`src/rtl/shift_reg_rx_if.sv`:
```
// Three-wire 74HC595-style link as seen by the receiver, plus the
// reconstructed frame outputs that the checker side consumes.
interface shift_reg_rx_if #(
    parameter int DATA_W = 24
);
    logic                        st_cp;
    logic                        sh_cp;
    logic                        d;
    logic [DATA_W-1:0]           data;
    logic                        d_valid;
    logic                        frame_err;
    logic [$clog2(DATA_W+2)-1:0] bit_cnt;
    logic [15:0]                 frame_cnt;

    modport master (
        output st_cp, sh_cp, d,
        input  data, d_valid, frame_err, bit_cnt, frame_cnt
    );

    modport slave (
        input  st_cp, sh_cp, d,
        output data, d_valid, frame_err, bit_cnt, frame_cnt
    );
endinterface

```
`src/rtl/shift_reg_rx.sv`:
```
// Serial-to-parallel receiver for a 595-style chain: oversamples st_cp/sh_cp/d
// in the clk domain, rebuilds each latched frame and flags bad bit counts.
module shift_reg_rx #(
    parameter int DATA_W      = 24,
    parameter int SYNC_STAGES = 2,
    parameter int MSB_FIRST   = 1
) (
    input  logic           clk,
    input  logic           rst,
    shift_reg_rx_if.slave  rx
);
    localparam int BCW = $clog2(DATA_W + 2);
    localparam int ACW = $clog2(SYNC_STAGES + 2);
    localparam logic [BCW-1:0] FULL_CNT = BCW'(DATA_W);
    localparam logic [BCW-1:0] SAT_CNT  = BCW'(DATA_W + 1);
    localparam logic [ACW-1:0] ARM_DONE = ACW'(SYNC_STAGES + 1);

    logic [SYNC_STAGES-1:0] st_sync_p0;
    logic [SYNC_STAGES-1:0] sh_sync_p0;
    logic [SYNC_STAGES-1:0] d_sync_p0;
    logic                   st_hist_p1;
    logic                   sh_hist_p1;
    logic [ACW-1:0]         arm_cnt;

    logic [DATA_W-1:0]      sreg_p1;
    logic [BCW-1:0]         bit_cnt_p1;
    logic [DATA_W-1:0]      data_p2;
    logic                   vld_p2;
    logic                   frame_err_p2;
    logic [15:0]            frame_cnt_p2;

    logic                   st_s;
    logic                   sh_s;
    logic                   d_s;
    logic                   armed;
    logic                   st_rise;
    logic                   sh_rise;
    logic [DATA_W-1:0]      sreg_next;
    logic [BCW-1:0]         bit_cnt_next;

    // ---- stage p0 -> p1: synchronized levels and edge detection
    always_comb begin
        st_s    = st_sync_p0[SYNC_STAGES-1];
        sh_s    = sh_sync_p0[SYNC_STAGES-1];
        d_s     = d_sync_p0[SYNC_STAGES-1];
        armed   = (arm_cnt == ARM_DONE);
        st_rise = armed & st_s & ~st_hist_p1;
        sh_rise = armed & sh_s & ~sh_hist_p1;
    end

    // ---- stage p1: shift register and bit count, shift applied before latch
    always_comb begin
        sreg_next    = sreg_p1;
        bit_cnt_next = bit_cnt_p1;
        if (sh_rise) begin
            if (MSB_FIRST != 0) begin
                sreg_next = {sreg_p1[DATA_W-2:0], d_s};
            end else begin
                sreg_next = {d_s, sreg_p1[DATA_W-1:1]};
            end
            if (bit_cnt_p1 != SAT_CNT) begin
                bit_cnt_next = bit_cnt_p1 + 1'b1;
            end
        end
    end

    // ---- stage p2: frame latch
    always_ff @(posedge clk) begin
        if (rst) begin
            st_sync_p0   <= '0;
            sh_sync_p0   <= '0;
            d_sync_p0    <= '0;
            st_hist_p1   <= 1'b0;
            sh_hist_p1   <= 1'b0;
            arm_cnt      <= '0;
            sreg_p1      <= '0;
            bit_cnt_p1   <= '0;
            data_p2      <= '0;
            vld_p2       <= 1'b0;
            frame_err_p2 <= 1'b0;
            frame_cnt_p2 <= '0;
        end else begin
            st_sync_p0 <= {st_sync_p0[SYNC_STAGES-2:0], rx.st_cp};
            sh_sync_p0 <= {sh_sync_p0[SYNC_STAGES-2:0], rx.sh_cp};
            d_sync_p0  <= {d_sync_p0[SYNC_STAGES-2:0], rx.d};
            // History always follows sync, so a wire high at reset release
            // has settled into hist by the time edges are armed.
            st_hist_p1 <= st_s;
            sh_hist_p1 <= sh_s;
            if (!armed) begin
                arm_cnt <= arm_cnt + 1'b1;
            end
            sreg_p1 <= sreg_next;
            vld_p2  <= st_rise;
            if (st_rise) begin
                data_p2      <= sreg_next;
                frame_err_p2 <= (bit_cnt_next != FULL_CNT);
                bit_cnt_p1   <= '0;
                frame_cnt_p2 <= frame_cnt_p2 + 16'd1;
            end else begin
                bit_cnt_p1 <= bit_cnt_next;
            end
        end
    end

    assign rx.data      = data_p2;
    assign rx.d_valid   = vld_p2;
    assign rx.frame_err = frame_err_p2;
    assign rx.bit_cnt   = bit_cnt_p1;
    assign rx.frame_cnt = frame_cnt_p2;
endmodule

```
`src/flat_wrapper.sv`:
```
// flat-port wrapper written by rule: the top's interface ports become plain ports
module shift_reg_rx_flat 
#(
    parameter int DATA_W      = 24,
    parameter int SYNC_STAGES = 2,
    parameter int MSB_FIRST   = 1
)
  (clk, rst, rx_st_cp, rx_sh_cp, rx_d, rx_data, rx_d_valid, rx_frame_err, rx_bit_cnt, rx_frame_cnt);
  shift_reg_rx_if #(.DATA_W(DATA_W)) rx_i ();
  input  logic clk;
  input  logic rst;
  input wire logic [$bits(rx_i.st_cp)-1:0] rx_st_cp;
  input wire logic [$bits(rx_i.sh_cp)-1:0] rx_sh_cp;
  input wire logic [$bits(rx_i.d)-1:0] rx_d;
  output wire logic [$bits(rx_i.data)-1:0] rx_data;
  output wire logic [$bits(rx_i.d_valid)-1:0] rx_d_valid;
  output wire logic [$bits(rx_i.frame_err)-1:0] rx_frame_err;
  output wire logic [$bits(rx_i.bit_cnt)-1:0] rx_bit_cnt;
  output wire logic [$bits(rx_i.frame_cnt)-1:0] rx_frame_cnt;
  assign rx_i.st_cp = rx_st_cp;
  assign rx_i.sh_cp = rx_sh_cp;
  assign rx_i.d = rx_d;
  assign rx_data = rx_i.data;
  assign rx_d_valid = rx_i.d_valid;
  assign rx_frame_err = rx_i.frame_err;
  assign rx_bit_cnt = rx_i.bit_cnt;
  assign rx_frame_cnt = rx_i.frame_cnt;
  shift_reg_rx #(.DATA_W(DATA_W), .SYNC_STAGES(SYNC_STAGES), .MSB_FIRST(MSB_FIRST)) u_core (.clk(clk), .rst(rst), .rx(rx_i));
endmodule
```
`config.mk`:
```
export PLATFORM = sky130hd
export DESIGN_NAME = shift_reg_rx_flat
export DESIGN_NICKNAME = d
export VERILOG_FILES = /design/src/rtl/shift_reg_rx_if.sv /design/src/rtl/shift_reg_rx.sv /design/src/flat_wrapper.sv
export SDC_FILE = /design/constraint.sdc
export NUM_CORES = 1
export LEC_CHECK = 0
export CAP_MARGIN = 20
export CORE_ASPECT_RATIO = 2
export CORE_MARGIN = 10
export CORE_UTILIZATION = 23
export CTS_CLUSTER_DIAMETER = 30
export DETAILED_ROUTE_END_ITERATION = 6
export HOLD_SLACK_MARGIN = 0.02
export PLACE_DENSITY = 0.46
export SLEW_MARGIN = 20
export SYNTH_ARGS = -nofsm -noshare
export SYNTH_HDL_FRONTEND = slang
export SYNTH_SLANG_ARGS = --single-unit
export TNS_END_PERCENT = 30
```
`constraint.sdc`:
```
create_clock -name clk -period 3.3 [get_ports clk]
set_input_delay 0.495 -clock clk [delete_from_list [all_inputs] [get_ports clk]]
set_output_delay 0.495 -clock clk [all_outputs]
set_load 0.02 [all_outputs]
```
Word-level counts from Yosys, hierarchy flattened
Cells that the tools add are included.
{"block": "op_classes", "addsub": 3, "eq_ne": 3, "muxes": 3, "bitwise_logic": 6, "n_reduce_logical": 1}
{"cell": "$mux 24", "count": 1}
{"cell": "$add 16x1->16 const B", "count": 1}
{"cell": "$mux 5", "count": 2}
{"cell": "$ne 5x5->1 const B", "count": 2}
{"cell": "$add 5x1->5 const B", "count": 1}
{"cell": "$and 1x1->1", "count": 4}
{"cell": "$add 2x1->2 const B", "count": 1}
{"cell": "$eq 2x2->1 const B", "count": 1}
{"cell": "$not 1->1", "count": 2}
{"cell": "$reduce_or 2->1", "count": 1}
{"block": "word_totals", "regBits": 81, "input_bits": 5, "out_inout_bits": 47, "wordCells": 28}

Depth between registers and ports, before layout
Gate-level depths: netlist (run 1).
{"block": "depth", "depth_word": 5, "mapped_depth": 8}

Worst setup path after synthesis (run 1)
No wires, ideal clock.
{"block": "synth_timing", "kind": "register to register", "start": "register u_core.arm_cnt[0]", "end": "register u_core.frame_cnt_p2[15] (netlist: u_core.rx.frame_cnt[15])", "setup_ps": 121, "arrival_ps": 1577, "setup_slack_ps": 1602, "path_stages_with_launch": 8, "period_less_slack_ps": 1698, "cell_sequence": "dfxtp_1 ha_1 buf_4 and4b_1 buf_4 nand3_4 nor4_1 mux2_2"}
{"block": "synth_via", "elab_chain_cells": 3}
{"element": "start: declaration", "line": "shift_reg_rx.sv:23", "text": "logic [ACW-1:0] arm_cnt;"}
{"element": "start signal: assignment", "line": "shift_reg_rx.sv:91", "text": "arm_cnt <= arm_cnt + 1'b1;"}
{"element": "$eq 2x2->1", "line": "shift_reg_rx.sv:46", "text": "armed = (arm_cnt == ARM_DONE);"}
{"element": "$and 1x1->1 (2 in series)", "line": "shift_reg_rx.sv:47", "text": "st_rise = armed & st_s & ~st_hist_p1;"}
{"element": "end signal: assignment", "line": "shift_reg_rx.sv:99", "text": "frame_cnt_p2 <= frame_cnt_p2 + 16'd1;"}
{"element": "end: declaration", "line": "shift_reg_rx.sv:30", "text": "logic [15:0] frame_cnt_p2;"}
Every way passes these cells.
A chain may end at the register's enable or synchronous reset.

Worst setup path in the final report (run 1)
{"block": "layout_timing", "start": "register u_core.arm_cnt[0]", "end": "register u_core.frame_err_p2 (netlist: u_core.rx.frame_err)"}
{"block": "layout_via", "elab_chain_cells": 5, "elab_cells_between_ends": 7, "cone_classes": "2 x eq/ne; 1 x mux; 4 x bitwise"}
{"element": "$eq 2x2->1 *", "line": "shift_reg_rx.sv:46"}
{"element": "$and 1x1->1 (2 in series)", "line": "shift_reg_rx.sv:48", "text": "sh_rise = armed & sh_s & ~sh_hist_p1;"}
{"element": "$mux 5", "line": "shift_reg_rx.sv:55", "text": "if (sh_rise) begin"}
{"element": "$ne 5x5->1", "line": "shift_reg_rx.sv:97", "text": "frame_err_p2 <= (bit_cnt_next != FULL_CNT);"}
{"element": "end signal: assignment", "line": "shift_reg_rx.sv:97"}
{"element": "end: declaration", "line": "shift_reg_rx.sv:29", "text": "logic frame_err_p2;"}
Mark *: on every way between the ends. The rest lies on a longest branch, timed or not.

==> results.yml, run 1 <==
global_routing:
  grt_usage: 0.0802
  grt_util_met2: 0.142
  overflow: 0
  grt_pass1_vias: 2457
  top_usage_layer: "met2"
  grt_max_degree: 58
  grt_first_pass_wirelength_um: 11800
  gr-usage-met3: 0.0264
  antenna_found_initial: 0
  gr-usage-met1: 0.0792
floorplan:
  core_um2: 13100
  initial_utilization: 0.236
  dieArea_um2: 18700
  num_rows: 59
  dieWidth_um: 102
  io_pins: 52
  die_h_um: 184
finish:
  layout.nets: 382
  area_growth_pct: 29.7
  n_fill_cell: 1346
  diodes: 0
  final_util: 0.306
  drive_above_1_share: 0.0688
setup_path:
  crit_required_ps: 3540
  path_cells: "ha_1 > and3b_2 > buf_4 > nor2_1 > a311oi_1"
  reg2reg_slack_ps: 1260
  worst-path-buf-inv: 1
  worst_r2r_path_depth: 5
  cp_num_cells: 5
  r2r_start: "u_core.arm_cnt[0]"
  crit_path_start_kind: "register"
  cp_slowest_cell: "and3b_2"
  worstSetupStartpoint: "u_core.arm_cnt[0]"
  endpoint_kind: "register"
  path_max_fanout: 35
  worst-setup-path-type: "reg2reg"
  crit_path_end: "u_core.rx.frame_err"
  path_delay_family: "simple AND/OR/NAND/NOR gates"
  cp_data_arrival_time_ps: 2280
  cp_slowest_stage_delay_ps: 540
  reg2reg_to: "u_core.rx.frame_err"
power:
  p_seq_frac: 0.506
  clockPowerShare: 0.467
  pwr-share-comb: 0.027
  p_per_area_nw_per_um2: 492
  p_int_mw: 1.52
  swShare: 0.227
  p_switching_mw: 0.446
  power.leakage_nw: 1.55
  ir_drop_uv: 229
logic_synthesis:
  synthAdderAreaFrac: 0.0162
  synth_xor_area_frac: 0.0341
  synth_enable_flop_cells: 0
  yosys.area.top_type: "dfxtp_1"
  syn_area_per_cell_um2: 9.39
  synth_cell_types: 37
  syn-instance-count: 328
  synthSimpleGateAreaFrac: 0.240
  yosys_most_used_dff: "dfxtp_1"
  async_flop_share: 0
  yosysTopAreaCellShare: 0.526
  yosys_register_bits: 81
  synth_top_family_by_area: "simple AND/OR/NAND/NOR gates"
  synth_area_leaders: "dfxtp_1 (53%), nand2_1 (6.5%), nor3b_1 (6.3%)"
  synth_compound_area_frac: 0.130
  synth_mux_area_frac: 0.0167
  syn_nets: 337
  ys_top_cells_by_count: "dfxtp_1 (81), nand2_1 (53), a21oi_1 (30), nor3b_1 (26), a21o_1 (24)"
  syn_area_um2: 3080
  ys_seq_area_frac: 0.526
  synth_most_common_cell: "dfxtp_1"
  ys_warn_count: 0
sta:
  fin_crit_ps: 2040
  rsz0062_at_grt: "no"
  setup_viol: 0
  drv_slew: 0
  post-route-period-util: 0.618
  finalClockSkew_ps: 6.90
  setup_tns_ps: 0
  max_freq_ghz: 0.490
  worstMarginPinSlew_ps: 1010
  whs_ps: 444
  relSlewSlack: 0.329
  hold_violations: 0
clocking:
  insertion_delay_ps: 340
  cts_buffers: 9
  cts_setup_buffers: 0
  cts_resized: 0
  clockBufferDepth: 2
  cts_root_buf: "clkbuf_16"
  clk_pin_slew_worst_paths_ps: 60
  htree_levels: 3
  ctsHoldBuffers: 0
  cts_tree: "done"
  clock_sinks: 81
routing:
  drt_iter0_drc: 60
  ant_nets: 0
  first_pass_iters: 4
  wirelength_um: 7130
  route.vias.total: 2388
  drc_errors: 0
  wire_per_inst_um: 13.4
  viasPerCell: 4.51
place:
  dp_hpwl_um: 4990
  portBuffers: 51
  gp_congestion: 0.713
worst_hold_path:
  hold_depth: 1
  hold_class: "reg2reg"
run:
  max_cap_violations: 0
run_status:
  status: "finished, final reports clean"
[registers in the layout, indices dropped and copies added, names as in the netlist]
register             flops
u_core.sreg_p1          24
u_core.sh_hist_p1        1
u_core.rx.frame_err      1
u_core.rx.d_valid        1
u_core.rx.frame_cnt     16
u_core.rx.bit_cnt        5
u_core.rx.data          24
u_core.st_sync_p0        2
u_core.arm_cnt           2
u_core.st_hist_p1        1
u_core.sh_sync_p0        2
u_core.d_sync_p0         2
[routing by layer]
metal / up-vias / part of all wire
met4: 0 / 0.026
met2: 39 / 0.52
met3: 12 / 0.055
li1: 1212 / -
met5: - / 0
met1: 1125 / 0.40
[layout by cell type, fill, tap and decap left out, drive strengths merged, types with 3 or more instances in the layout]
master / n
a21o: 24
a21oi: 30
buf: 7
clkbuf: 10
clkdlybuf4s50: 50
clkinvlp: 4
dfxtp: 81
ha: 4
inv: 4
mux2i: 4
nand2: 53
nand3: 6
nand4: 6
nor2: 14
nor2b: 10
nor3b: 26
o21ai: 5
or3: 6
xnor2: 3
xor2: 9
[worst min path at each step]
stage	from	endpoint	slack [ps]
2_1_floorplan	u_core.d_sync_p0[0]	u_core.d_sync_p0[1]	410
3_3_place_gp	u_core.st_sync_p0[0]	u_core.st_sync_p0[1]	420
3_5_place_dp	u_core.st_sync_p0[0]	u_core.st_sync_p0[1]	430
4_1_cts	u_core.st_sync_p0[0]	u_core.st_sync_p0[1]	450
5_1_grt	u_core.d_sync_p0[0]	u_core.d_sync_p0[1]	460
6_report	u_core.st_sync_p0[0]	u_core.st_sync_p0[1]	440
[power by group through the flow]
stage	combinational [mW]	sequential (mW)	clock (mW)
after global routing	0.0608	0.994	0.983
after global placement	0.0540	1.02	0
after floorplan	0.0390	1.02	0
after CTS	0.0558	0.994	0.949
final	0.0539	0.994	0.917
after detailed placement	0.0556	1.02	0
[final cells by class]
cell class                      instances  area (µm²)  area share
Sequential cell                        81        1620       0.406
Timing Repair Buffer                   57         551       0.138
Clock buffer                           10         229      0.0573
Multi-Input combinational cell        221        1350       0.337
Tap cell                              152         190      0.0476
Clock inverter                          6        43.8      0.0110
Inverter                                3        11.3     0.00282
[per-stage QoR]
stage / setup WS, ps / cells / total power [mW] / instance area (µm²)
after detailed placement: 1250 / 514 / 1.07 / 3720
after global placement: 1290 / 514 / 1.07 / 3720
after CTS: 1230 / 530 / 2.00 / 3990
after global routing: 1050 / 530 / 2.04 / 3990
after floorplan: 1600 / 328 / 1.05 / 3080
final: 1260 / 530 / 1.96 / 3990
[cell families after synthesis]
| kind of cell | after synthesis |
|---|---|
| flops | 81 |
| mux | 5 |
| compound gates | 65 |
| buf+inv | 26 |
| fa+ha+maj | 4 |
| simple gates | 135 |
| xor+xnor | 12 |
(Power assumes the default switching activity.)
==> run 2, diff against run 1 <==
PLACE_DENSITY = 0.47   (was 0.46)
clock period = 1.7 ns   (was 3.3 ns; I/O delays follow)
==> run 2 against run 1 <==
Against the previous run: hold slack got worse by 140 ps; wire length rose by 3.6%; combinational power rose by 120%; critical path type is now reg2out.
==> results.yml, run 2 (synthesized netlist as in run 1, its figures left out) <==
run_status:
  status: "finished, final reports clean"
sta:
  max_freq_ghz: 0.614
  worstMarginPinSlew_ps: 293
  rsz0062_at_grt: "yes"
  setup_tns_ps: 0
  post-route-period-util: 0.959
  setup_viol: 0
  finalClockSkew_ps: 6.38
  relSlewSlack: 0.804
  worst_slack_ps: 70.2
  fin_crit_ps: 1630
  drv_slew: 0
  hold_violations: 0
floorplan:
  dieWidth_um: 102
  initial_utilization: 0.236
  dieArea_um2: 18700
  core_um2: 13100
  num_rows: 59
  io_pins: 52
  die_h_um: 184
routing:
  viasPerCell: 4.48
  wl_met3_um: 407
  drc_errors: 0
  dr.max_layer_used: "met4"
  ant_nets: 0
  wirelength_um: 7380
  drt_iter0_drc: 91
  routed-wl-met2_um: 3910
  first_pass_iters: 4
  route.vias.total: 2423
  wire_per_inst_um: 13.6
  wl_met1_um: 2900
place:
  dp_cells: 525
  dp_hpwl_um: 5230
  portBuffers: 51
  gp_congestion: 0.775
  pre_cts_slack_ps: 83.3
power:
  power.leakage_nw: 1.74
  ir_drop_uv: 461
  p_total_mw: 4.07
  p_per_area_nw_per_um2: 967
setup_path:
  path_max_fanout: 3
  crit_path_start_kind: "register"
  worst-setup-path-type: "reg2out"
  cp_data_arrival_time_ps: 1370
  path_cells: "buf_4 > clkdlybuf4s50_1"
  crit_required_ps: 1440
  endpoint_kind: "output pin"
  path_delay_family: "buffers and inverters"
  cp_slowest_cell: "clkdlybuf4s50_1"
  cp_slowest_stage_delay_ps: 600
  worst-path-buf-inv: 2
global_routing:
  antenna_found_initial: 0
  overflow: 0
  grt_first_pass_wirelength_um: 12300
  grt_usage: 0.0839
  grt_pass1_vias: 2510
  grt_max_degree: 40
finish:
  area_growth_pct: 36.5
  final_common_cell: "dfxtp_1"
  layout_common_cells: "dfxtp_1 (80), nand2_1 (53), clkdlybuf4s50_1 (43), a21oi_1 (28), nor3b_1 (26)"
  diodes: 0
  drive_above_1_share: 0.113
  instances_no_fill: 541
  layout.nets: 394
  n_fill_cell: 1340
  final_util: 0.322
clocking:
  clk_pin_slew_worst_paths_ps: 60
  cts_root_buf: "clkbuf_16"
  clockBufferDepth: 2
  insertion_delay_ps: 330
  cts_buffers: 9
  cts_tree: "done"
  htree_levels: 3
  ctsHoldBuffers: 0
  clock_sinks: 81
worst_hold_path:
  hold_class: "in2reg"
run:
  max_cap_violations: 0
run 2: cell types whose count changed in the layout (fill, tap and decap cells not counted), moves of 2 or more:
cell / before / now
dlymetal6s2s_1: 0 / 3
clkbuf_8: 0 / 4
clkdlybuf4s50_1: 50 / 43
a21oi_2: 0 / 2
buf_4: 6 / 13
dlygate4sd2_1: 0 / 4
clkinvlp_4: 4 / 0
a21oi_1: 30 / 28
buf_12: 0 / 4
run 2: final cells by class:
| cell class | instances | area, µm² | share of cell area |
|---|---|---|---|
| sequential | 81 | 1620 | 0.386 |
| multi-input combinational | 221 | 1370 | 0.325 |
| timing repair buffer | 69 | 697 | 0.166 |
| clock buffer | 13 | 280 | 0.0667 |
| tap | 152 | 190 | 0.0452 |
| clock inverter | 2 | 35.0 | 0.00833 |
| inverter | 3 | 11.3 | 0.00268 |
run 2: final timing paths:
check	cells past startpoint	slack [ps]	endpoint	start
setup / recovery	2	70	rx_frame_cnt[4]	u_core.rx.frame_cnt[4]
hold / removal	2	310	u_core.sreg_p1[8]	rst
setup reg to reg	6	90	u_core.rx.frame_err	u_core.arm_cnt[0]
hold reg to reg	1	440	u_core.d_sync_p0[1]	u_core.d_sync_p0[0]
run 2: layer usage:
metal	vias up	global-route usage
li1	1236	-
met1	1139	0.0839
met2	40	0.146
met3	8	0.0305
met4	0	0.0448
met5	-	0
run 2: metrics by stage:
stage	area (µm²)	hold WS [ps]
detailed placement	3850	434
finish	4200	307
floorplan	3080	383
CTS	4160	295
global placement	3850	424
global route	4200	336
run 2: power breakdown:
part           internal [mW]  total (mW)  leakage [nW]  switching (mW)
clock network           1.29        2.02         0.158           0.729
registers               1.92        1.93         0.654          0.0101
logic                 0.0499       0.120         0.933          0.0703
total                   3.26        4.07          1.74           0.810
run 2: worst register-to-register path: stages, from the launching register on:
cell      delay (ps)
dfxtp_2          330
ha_1             150
buf_4            150
nand3b_1         140
or3_4            400
a22oi_1          200
a311oi_1         110
run 2: repair_timing:
item                       in CTS  in global routing
buffers inserted                0                  1
setup endpoints to repair       4                 19
resized for setup               4                 10
